===== src/rtl/frame_capture_pkg.sv =====
// Shared constants, FSM state type and beat-to-buffer mapping for frame_capture_rx.
package frame_capture_pkg;

    localparam int ROWS          = 8;
    localparam int NIB_PER_FRAME = 16;
    localparam int NIB_W         = 4;
    localparam int ROW_W         = $clog2(ROWS);
    localparam int BEAT_W        = $clog2(NIB_PER_FRAME);
    localparam int ROW_BITS      = 2 * NIB_W;

    typedef enum logic {
        IDLE    = 1'b0,
        CAPTURE = 1'b1
    } state_e;

    typedef struct packed {
        logic [ROW_W-1:0] row;
        logic             hi;
    } nib_loc_t;

    // Beat k lands in row k>>1; odd beats fill the upper nibble of that row.
    function automatic nib_loc_t nib_loc(input logic [BEAT_W-1:0] k);
        nib_loc_t l;
        l.row = k[BEAT_W-1:1];
        l.hi  = k[0];
        return l;
    endfunction

endpackage


===== src/rtl/frame_store.sv =====
// 8x8 pixel store: nibble write port, registered row read port, async clear.
// With FRAME_CAPTURE_DOUBLE_BUF_EN the read port sees a front copy updated only on commit.
module frame_store
    import frame_capture_pkg::*;
(
    input  logic                clk,
    input  logic                rst_n,
    input  logic                wr_en_i,
    input  nib_loc_t            wr_loc_i,
    input  logic [NIB_W-1:0]    wr_nib_i,
    input  logic                commit_i,
    input  logic [ROW_W-1:0]    rd_row_i,
    output logic [ROW_BITS-1:0] rd_data_o
);

    logic [ROWS-1:0][ROW_BITS-1:0] back_q, back_d;
    logic [ROWS-1:0][ROW_BITS-1:0] vis;
    logic [ROW_BITS-1:0]           rd_data_q;

    always_comb begin
        back_d = back_q;
        if (wr_en_i) begin
            if (wr_loc_i.hi) back_d[wr_loc_i.row][ROW_BITS-1:NIB_W] = wr_nib_i;
            else             back_d[wr_loc_i.row][NIB_W-1:0]        = wr_nib_i;
        end
    end

    always_ff @(posedge clk or negedge rst_n) begin
        if (!rst_n) back_q <= '0;
        else        back_q <= back_d;
    end

`ifdef FRAME_CAPTURE_DOUBLE_BUF_EN
    logic [ROWS-1:0][ROW_BITS-1:0] front_q;

    // Commit takes back_d so the final beat of the frame is included.
    always_ff @(posedge clk or negedge rst_n) begin
        if (!rst_n)        front_q <= '0;
        else if (commit_i) front_q <= back_d;
    end

    assign vis = front_q;
`else
    logic unused_commit;
    assign unused_commit = commit_i;
    assign vis = back_q;
`endif

    always_ff @(posedge clk or negedge rst_n) begin
        if (!rst_n) rd_data_q <= '0;
        else        rd_data_q <= vis[rd_row_i];
    end

    assign rd_data_o = rd_data_q;

endmodule


===== src/rtl/frame_capture_rx.sv =====
// Reassembles 4-bit pixel beats into an 8x8 frame; reports commit/abort and frame count.
// Define FRAME_CAPTURE_DOUBLE_BUF_EN to hide partial frames behind a front buffer.
module frame_capture_rx
    import frame_capture_pkg::*;
(
    input  logic                clk,
    input  logic                rst_n,
    input  logic                pix_valid,
    input  logic                frame_start,
    input  logic [NIB_W-1:0]    pixel_data,
    input  logic [ROW_W-1:0]    rd_row,
    output logic [ROW_BITS-1:0] rd_data,
    output logic                frame_done,
    output logic                frame_err,
    output logic                busy,
    output logic [7:0]          frame_cnt
);

    state_e            state_q, state_d;
    logic [BEAT_W-1:0] cnt_q, cnt_d;
    logic              done_q, done_d;
    logic              err_q, err_d;
    logic [7:0]        fcnt_q, fcnt_d;
    logic              wr_en, commit;
    logic [BEAT_W-1:0] wr_idx;

    always_comb begin
        state_d = state_q;
        cnt_d   = cnt_q;
        done_d  = 1'b0;
        err_d   = 1'b0;
        fcnt_d  = fcnt_q;
        wr_en   = 1'b0;
        commit  = 1'b0;
        wr_idx  = cnt_q;
        case (state_q)
            IDLE: begin
                if (pix_valid && frame_start) begin
                    wr_en   = 1'b1;
                    wr_idx  = '0;
                    cnt_d   = BEAT_W'(1);
                    state_d = CAPTURE;
                end
            end
            CAPTURE: begin
                if (pix_valid && frame_start) begin
                    // Restart: this beat becomes nibble 0 of the replacement frame.
                    err_d  = 1'b1;
                    wr_en  = 1'b1;
                    wr_idx = '0;
                    cnt_d  = BEAT_W'(1);
                end else if (pix_valid) begin
                    wr_en = 1'b1;
                    if (cnt_q == BEAT_W'(NIB_PER_FRAME - 1)) begin
                        commit  = 1'b1;
                        done_d  = 1'b1;
                        fcnt_d  = fcnt_q + 8'd1;
                        cnt_d   = '0;
                        state_d = IDLE;
                    end else begin
                        cnt_d = cnt_q + BEAT_W'(1);
                    end
                end
            end
            default: state_d = IDLE;
        endcase
    end

    always_ff @(posedge clk or negedge rst_n) begin
        if (!rst_n) begin
            state_q <= IDLE;
            cnt_q   <= '0;
            done_q  <= 1'b0;
            err_q   <= 1'b0;
            fcnt_q  <= '0;
        end else begin
            state_q <= state_d;
            cnt_q   <= cnt_d;
            done_q  <= done_d;
            err_q   <= err_d;
            fcnt_q  <= fcnt_d;
        end
    end

    frame_store u_store (
        .clk       (clk),
        .rst_n     (rst_n),
        .wr_en_i   (wr_en),
        .wr_loc_i  (nib_loc(wr_idx)),
        .wr_nib_i  (pixel_data),
        .commit_i  (commit),
        .rd_row_i  (rd_row),
        .rd_data_o (rd_data)
    );

    assign frame_done = done_q;
    assign frame_err  = err_q;
    assign busy       = (state_q == CAPTURE);
    assign frame_cnt  = fcnt_q;

endmodule

===== config.mk =====
export PLATFORM = sky130hd
export DESIGN_NAME = frame_capture_rx
export DESIGN_NICKNAME = d
export VERILOG_FILES = /design/src/rtl/frame_capture_pkg.sv /design/src/rtl/frame_store.sv /design/src/rtl/frame_capture_rx.sv
export SDC_FILE = /design/constraint.sdc
export NUM_CORES = 1
export LEC_CHECK = 0
export ABC_AREA = 1
export CAP_MARGIN = 10
export CORE_MARGIN = 2
export CORE_UTILIZATION = 25
export CTS_CLUSTER_DIAMETER = 50
export DETAILED_ROUTE_END_ITERATION = 8
export PLACE_DENSITY = 0.52
export SETUP_SLACK_MARGIN = 0.5
export SLEW_MARGIN = 20
export SYNTH_ARGS = -nofsm -noshare
export SYNTH_HDL_FRONTEND = slang
export SYNTH_SLANG_ARGS = --single-unit

===== constraint.sdc =====
create_clock -name clk -period 1.7 [get_ports clk]
set_clock_uncertainty 0.1 [all_clocks]
set_input_delay 0.34 -clock clk [delete_from_list [all_inputs] [get_ports clk]]
set_output_delay 0.34 -clock clk [all_outputs]
set_load 0.02 [all_outputs]

==> reports/qor.txt, run 1 <==
Tmin final: 1.450 ns
Chip Height: 136.3 microns
M1 wire length: 5.885 mm
Synth Area in XOR/XNOR: 0.4003%
clk root buf: clkbuf_16
Worst Path Required: 1.83 ns
layout cells sized above 1: 37.67%
max_cap viols: 0
final setup fails: 0
largest family of logic cells by synthesized area: simple AND/OR/NAND/NOR gates
CP max stage cell: dfrtp_2
Routed Antenna Nets: 0
initial antenna violation count: 0
flops & latches, synth: 87
Inserted Diodes: 0
largest net degree at the start of global routing: 42
adder-cell area share of the yosys netlist: 0.5719%
Placed Area: 5345 sq um
slew of the pin with the lowest slew margin: 0.4406 ns
Rows: 48
cell area after synthesis: 4375 sq um
DRT iter0 DRCs: 360
top-level port count: 30
Routed WL: 12.91 mm
Sequential Power Share: 42.0%
post-synthesis compound-gate area fraction: 10.44%
Die Width: 136.3 microns
HPWL Detailed: 8.340 mm
Clk pwr share: 31.4%
Synth Net Count: 560
Critical Path Start Type: register
RSZ-0062 raised after global routing: yes
commonest non-fill, non-tap cell in the layout: nand2_1
vias per std cell: 4.547
design area: 6625 sq um
highest routed layer: met4
most frequent cells in the layout: 179 x nand2_1, 80 x dfrtp_1, 43 x buf_4
Hold Slack: -0.1718 ns
Fmax: 689.7 MHz
Die Footprint: 18580 sq um
Synth Area in Simple Gates: 31.31%
Seq/Total Area, Yosys: 49.76%
wire length on met3: 551 microns
syn avg cell area: 7.999 sq um
DRC: 0
Leak Pwr: 3.050 nW
Hold Path Class: in2async
status: complete, but fails checks
Core Box Area: 17180 sq um
crit-path most repeated cell: nand2_4
Synth warnings: 0
Final Power: 6.759 mW
Port Buffers: 29
Worst path top cell family by delay: flip-flops
global route total overflow: 0
internal power: 4.616 mW
crit share post-route: 85.29%
Slew Limit Fails: 0
Clock Pin Slew Worst Setup and Hold Paths: 0.07 ns
gpl congestion: 0.8535
DR WL met2: 6.214 mm
worst-skew pair later-pin latency: 0.35 ns
Slew headroom: 70.62%
CTS max path bufs: 2
1st-pass router iterations: 4
CTS tree: done
Crit Path Class: reg2reg
Hold Fails Final Rpt: 26
H-tree depth: 3
switch share: 31.70%
crit end category: register
Num CTS Buffers: 9
crit path cell chain: buf_12, o21ai_4, nand2_4, inv_4, nand2_4, nand2_2, nand2_1
via count: 3992
critical-path maximum fanout: 6
area leader, netlist: dfrtp_1
Layout Nets: 661
Combinational Power Share: 26.6%
# clock sinks: 87
Synth-to-Final Area Change: 51.42%
DR WL/cell: 14.70 microns
area share of the largest cell type after synthesis: 49.76%
Pwr per Cell Area: 1020 nW/um^2
Switching Power: 2.143 mW
Cells after Synth: 547
global-route wire length before repair: 20.95 mm
vias in the first global route: 4040
violated checks: negative hold slack
Initial Util: 25.47%
top post-synthesis cells by area: dfrtp_1 50%, nand2_1 18%, o21ai_0 5.5%, o211ai_1 4.3%, inv_1 4.1%
mux contribution to synthesized area: 0%
Critical Path AT: 1.58 ns
worst stage delay on the critical path: 0.46 ns
CP bufs+invs: 2
Peak VDD IR: 0.5625 mV
gr usage total: 14.65%
Synth cell types: 28
==> sequential cells by signal (all words and copies together), names as in the netlist <==
| register | count |
|---|---|
| u_store.back_q | 64 |
| frame_cnt | 8 |
| u_store.rd_data_o | 8 |
| cnt_q | 4 |
| busy | 1 |
| frame_done | 1 |
| frame_err | 1 |
==> worst paths after layout <==
check                                                  to                            from  cells past startpoint  slack [ns]
max in group asynchronous  u_store.back_q[58]$_DFFE_PN0P_                           rst_n                      2        1.08
min reg2reg                u_store.back_q[21]$_DFFE_PN0P_  u_store.back_q[21]$_DFFE_PN0P_                      2        0.37
max                         u_store.back_q[7]$_DFFE_PN0P_            cnt_q[3]$_DFFE_PN0P_                      7        0.25
max reg2reg                 u_store.back_q[7]$_DFFE_PN0P_            cnt_q[3]$_DFFE_PN0P_                      7        0.25
min                        u_store.back_q[14]$_DFFE_PN0P_                           rst_n                      1       -0.17
min in group clk           u_store.back_q[21]$_DFFE_PN0P_  u_store.back_q[21]$_DFFE_PN0P_                      2        0.37
==> repair_timing <==
action,CTS,global route
hold endpoints to repair,26,26
gates cloned,6,1
resized for setup,193,77
setup endpoints to repair,106,100
pin swaps,41,42
setup buffers,21,12
==> cell usage after synthesis <==
library cell  instances
nand2_4               4
o211ai_1             25
buf_2                 9
nor2_4                9
nor2_1               36
xnor2_1               1
nand4_2               1
buf_4                 5
nand2_2               6
inv_4                 1
ha_1                  2
a21oi_1               1
nand3_2               1
o21ai_1               3
o21ai_0              48
xor2_1                1
nand4_4               2
nand3_4               1
nand3_1              26
dfrtp_1              87
nor2_2                3
o21ai_2               1
buf_6                 3
nand2_1             213
nand3b_1              1
clkbuf_1              7
nand4_1               2
inv_1                48
==> worst reg2reg max path, stage by stage (launching register included) <==
cell	delay [ns]
dfrtp_2	0.46
buf_12	0.16
o21ai_4	0.21
nand2_4	0.12
inv_4	0.10
nand2_4	0.07
nand2_2	0.07
nand2_1	0.05
==> through the flow <==
step | TNS [ns] | setup slack [ns] | std cells | utilization (%) | hold slack, ns
6_report | 0 | 0.2502 | 878 | 38.57 | -0.1718
3_3_place_gp | -17.74 | -0.2904 | 822 | 31.12 | 0.2108
2_1_floorplan | 0 | 0.3892 | 547 | - | -0.05559
5_1_grt | 0 | 0.1886 | 878 | 38.57 | -0.1493
3_5_place_dp | -20.44 | -0.3523 | 822 | 31.12 | 0.2187
4_1_cts | 0 | 0.2721 | 865 | 36.18 | -0.1613
==> power groups by stage <==
stage                     registers [mW]  clock network [mW]  logic (mW)
after global routing                2.90                2.24        1.99
after CTS                           2.81                2.17        1.62
after detailed placement            2.83                   0        1.35
after floorplan                     2.79                   0       0.847
final                               2.84                2.12        1.80
after global placement              2.81                   0        1.32
==> cells by family (layout without fill, tap and decap cells) <==
kind of cell               after synthesis  in the layout
and+or+nand+nor                        305            308
DFF                                     87             87
AOI/OAI and AO/OA                       78             78
buffers and inverters                   73            176
adders and majority gates                2              2
xor gates and xnor gates                 2              2
==> final cells by class <==
| type | instances | area (sq um) |
|---|---|---|
| Sequential cell | 87 | 2186 |
| Timing Repair inverter | 1 | 8.758 |
| Timing Repair Buffer | 110 | 1226 |
| Inverter | 49 | 210.2 |
| Clock inverter | 3 | 47.55 |
| Clock buffer | 13 | 270.3 |
| Multi-Input combinational cell | 390 | 2395 |
| Tap cell | 225 | 281.5 |
| Fill cell | 1721 | 10550 |
==> layer usage <==
| metal | up-vias | global-route usage [%] |
|---|---|---|
| li1 | 1950 | - |
| met3 | 22 | 2.946 |
| met4 | 0 | 5.382 |
| met2 | 77 | 23.70 |
| met5 | - | 0 |
| met1 | 1943 | 19.38 |
Note: power is estimated with default switching activity, not from simulation.
==> run 2, diff against run 1 <==
PLACE_DENSITY = 0.53   (was 0.52)
SYNTH_HIERARCHICAL = 1   (was default)
==> run 2 against run 1 <==
Compared with the run above:
- the flow now finishes without violations
- setup slack worse by 0.077 ns
- utilization decreased by 1.8 points
- synthesized cell count is 0.55% higher
- wire length is 11% lower
- global-route usage fell by 0.83 points
- first-iteration DRC count down 48%
- die area shrank 4.1%
- register-to-register slack worse by 0.06 ns
- sequential cell count stayed put
==> reports/qor.txt, run 2 <==
Num CTS Buffers: 9 (unchanged)
Final Util: 36.78% (was 38.57%)
Synth-to-Final Area Change: 44.48% (was 51.42%)
crit end category: output port (was register)
DR WL/cell: 13.27 microns (was 14.70 microns)
max reg flops: 64 (unchanged)
Critical Path Start Type: register (unchanged)
HPWL Detailed: 7.526 mm (was 8.340 mm)
Critical Path AT: 1.09 ns (was 1.58 ns)
number of synthesized flops with an enable pin: 0 (unchanged)
worst slack, placed: -0.5011 ns (was -0.3523 ns)
flops & latches, synth: 87 (unchanged)
DRT iter0 DRCs: 187 (was 360)
Seq/Total Area, Yosys: 51.94% (was 49.76%)
start of the worst register-to-register path: cnt_q[3]$_DFFE_PN0P_ (unchanged)
Slew headroom: 66.26% (was 70.62%)
# clock sinks: 87 (unchanged)
commonest non-fill, non-tap cell in the layout: nand2_1 (unchanged)
Initial Util: 25.46% (was 25.47%)
Chip Height: 133.5 microns (was 136.3 microns)
Post-Layout Cell Count: 866 (was 878)
global-route wire length before repair: 19.04 mm (was 20.95 mm)
H-tree depth: 3 (unchanged)
design area: 6056 sq um (was 6625 sq um)
CP bufs+invs: 1 (was 2)
vias per std cell: 4.312 (was 4.547)
clk root buf: clkbuf_16 (unchanged)
# placed instances: 807 (was 822)
CTS tree: done (unchanged)
top post-synthesis cells by count: 204 x nand2_1, 88 x inv_1, 87 x dfrtp_1, 58 x o21ai_0, 42 x nand3_1 (was 213 x nand2_1, 87 x dfrtp_1, 48 x inv_1, 48 x o21ai_0, 36 x nor2_1)
Inserted Diodes: 0 (unchanged)
largest net degree at the start of global routing: 88 (was 42)
Synth warnings: 6 (was 0)
Routed Antenna Nets: 0 (unchanged)
Die Width: 133.5 microns (was 136.3 microns)
gpl congestion: 0.8140 (was 0.8535)
FFs w/ async S/R, synth: 100.0% (unchanged)
most frequent cells in the layout: 175 x nand2_1, 82 x dfrtp_1, 76 x inv_1 (was 179 x nand2_1, 80 x dfrtp_1, 43 x buf_4)
Pwr per Cell Area: 1072 nW/um^2 (was 1020 nW/um^2)
Core Box Area: 16470 sq um (was 17180 sq um)
critical-path maximum fanout: 5 (was 6)
Clock Pin Slew Worst Setup and Hold Paths: 0.06 ns (was 0.07 ns)
top-level port count: 30 (unchanged)
1st-pass router iterations: 4 (unchanged)
syn avg cell area: 7.621 sq um (was 7.999 sq um)
top_reg_cell synth: dfrtp_1 (unchanged)
Placed Area: 5070 sq um (was 5345 sq um)
final setup fails: 0 (unchanged)
gr usage total: 13.82% (was 14.65%)
Hold Fails Final Rpt: 0 (was 26)
worst-skew pair later-pin latency: 0.35 ns (about the same)
via count: 3734 (was 3992)
Cells after Synth: 550 (was 547)
reg2reg path depth: 7 (unchanged)
RSZ-0062 raised after global routing: yes (unchanged)
setup ws final: 0.1733 ns (was 0.2502 ns)
Die Footprint: 17820 sq um (was 18580 sq um)
CTS max path bufs: 2 (unchanged)
Tmin final: 1.527 ns (was 1.450 ns)
layout cells sized above 1: 29.26% (was 37.67%)
hold depth: 2
most flop-heavy register: u_store/back_q (was u_store.back_q)
Slew Limit Fails: 0 (unchanged)
global route total overflow: 0 (unchanged)
Rows: 47 (was 48)
crit share post-route: 89.80% (was 85.29%)
Fillers: 1715 (was 1721)
initial antenna violation count: 0 (unchanged)
CP Launch Point: frame_cnt[4]$_DFFE_PN0P_ (was cnt_q[3]$_DFFE_PN0P_)
slew of the pin with the lowest slew margin: 0.5060 ns (was 0.4406 ns)
crit path cell chain: clkdlybuf4s15_2 (was buf_12, o21ai_4, nand2_4, inv_4, nand2_4, nand2_2, nand2_1)
vias in the first global route: 3758 (was 4040)
Worst path top cell family by delay: flip-flops (unchanged)
max_cap viols: 0 (unchanged)
top post-synthesis cells by area: dfrtp_1 52%, nand2_1 18%, inv_1 7.9%, o21ai_0 6.9%, nand3_1 5.0% (was dfrtp_1 50%, nand2_1 18%, o21ai_0 5.5%, o211ai_1 4.3%, inv_1 4.1%)
cell with the most instances after synthesis: nand2_1 (unchanged)
Hold Path Class: reg2reg (was in2async)
Leak Pwr: 2.959 nW (was 3.050 nW)
CP max stage cell: dfrtp_1 (was dfrtp_2)
Peak VDD IR: 0.5662 mV (was 0.5625 mV)
DRC: 0 (unchanged)
Crit Path Class: reg2out (was reg2reg)
area share of the largest cell type after synthesis: 51.94% (was 49.76%)
Synth cell types: 24 (was 28)
cell area after synthesis: 4192 sq um (was 4375 sq um)
status: completed (was complete, but fails checks)
worst stage delay on the critical path: 0.45 ns (was 0.46 ns)
Synth Net Count: 563 (was 560)
area leader, netlist: dfrtp_1 (unchanged)
Port Buffers: 29 (unchanged)
Fmax: 655.0 MHz (was 689.7 MHz)
Routed WL: 11.49 mm (was 12.91 mm)
Layout Nets: 654 (was 661)
Worst Path Required: 1.26 ns (was 1.83 ns)
cell count along the critical path: 1 (was 7)
Hold Startpoint: u_store/back_q[3]$_DFFE_PN0P_
## run 2: logic make-up (layout without fill, tap and decap cells)
logic type	count (synthesis)	count (layout)	share of synthesized area (%)
simple gates	280	281	28.60
fa+ha+maj	2	2	0.5969
buf+inv	105	200	9.582
xor+xnor	2	2	0.4180
flops	87	87	51.94
compound gates	74	74	8.866
## run 2: cell type report
cell class / count / area, sq um / share of cell area [%]
Sequential cell: 87 / 2183 / 36.05
Multi-Input combinational cell: 359 / 1979 / 32.69
Timing Repair Buffer: 94 / 980.9 / 16.20
Inverter: 90 / 361.6 / 5.971
Tap cell: 220 / 275.3 / 4.545
Clock buffer: 10 / 229.0 / 3.781
Clock inverter: 6 / 46.29 / 0.7645
## run 2: what timing repair did
item / in CTS / in global routing
pin swaps: 40 / 60
hold endpoints to repair: 87 / 0
gates cloned: 2 / 0
gates resized for setup: 199 / 55
setup buffers: 28 / 12
hold buffers: 1 / 0
setup endpoints to repair: 105 / 105
## run 2: per-stage QoR
step / TNS, ns / power [mW] / hold slack (ns)
final: 0 / 6.492 / 0.3861
after detailed placement: -29.70 / 4.340 / 0.3251
after CTS: 0 / 6.465 / 0.3792
after global routing: 0 / 6.983 / 0.4044
after floorplan: 0 / 3.825 / -0.05559
after global placement: -27.87 / 4.296 / 0.3162
## run 2: routing by layer
| layer | global-route usage [%] | share of wire (%) | vias to the layer above | wire [microns] |
|---|---|---|---|---|
| met5 | 0 | 0 | - | 0 |
| li1 | - | - | 1883 | - |
| met1 | 17.88 | 44 | 1747 | 5044 |
| met4 | 5.142 | 2.1 | 0 | 240 |
| met2 | 22.77 | 49 | 85 | 5631 |
| met3 | 3.006 | 5.0 | 19 | 572 |
## run 2: power by group
part / switching, mW / internal, mW
sequential: 0.270 / 2.62
combinational: 1.00 / 0.763
clock: 0.844 / 0.998
## run 2: final timing paths
check | slack, ns | to
worst max-delay path | 0.17 | frame_cnt[4]
worst min-delay path | 0.39 | u_store/back_q[3]$_DFFE_PN0P_
worst max register to register | 0.19 | u_store/back_q[43]$_DFFE_PN0P_
worst min register to register | 0.39 | u_store/back_q[3]$_DFFE_PN0P_
max in group asynchronous | 0.65 | u_store/back_q[3]$_DFFE_PN0P_
min in group asynchronous | 0.43 | frame_cnt[3]$_DFFE_PN0P_
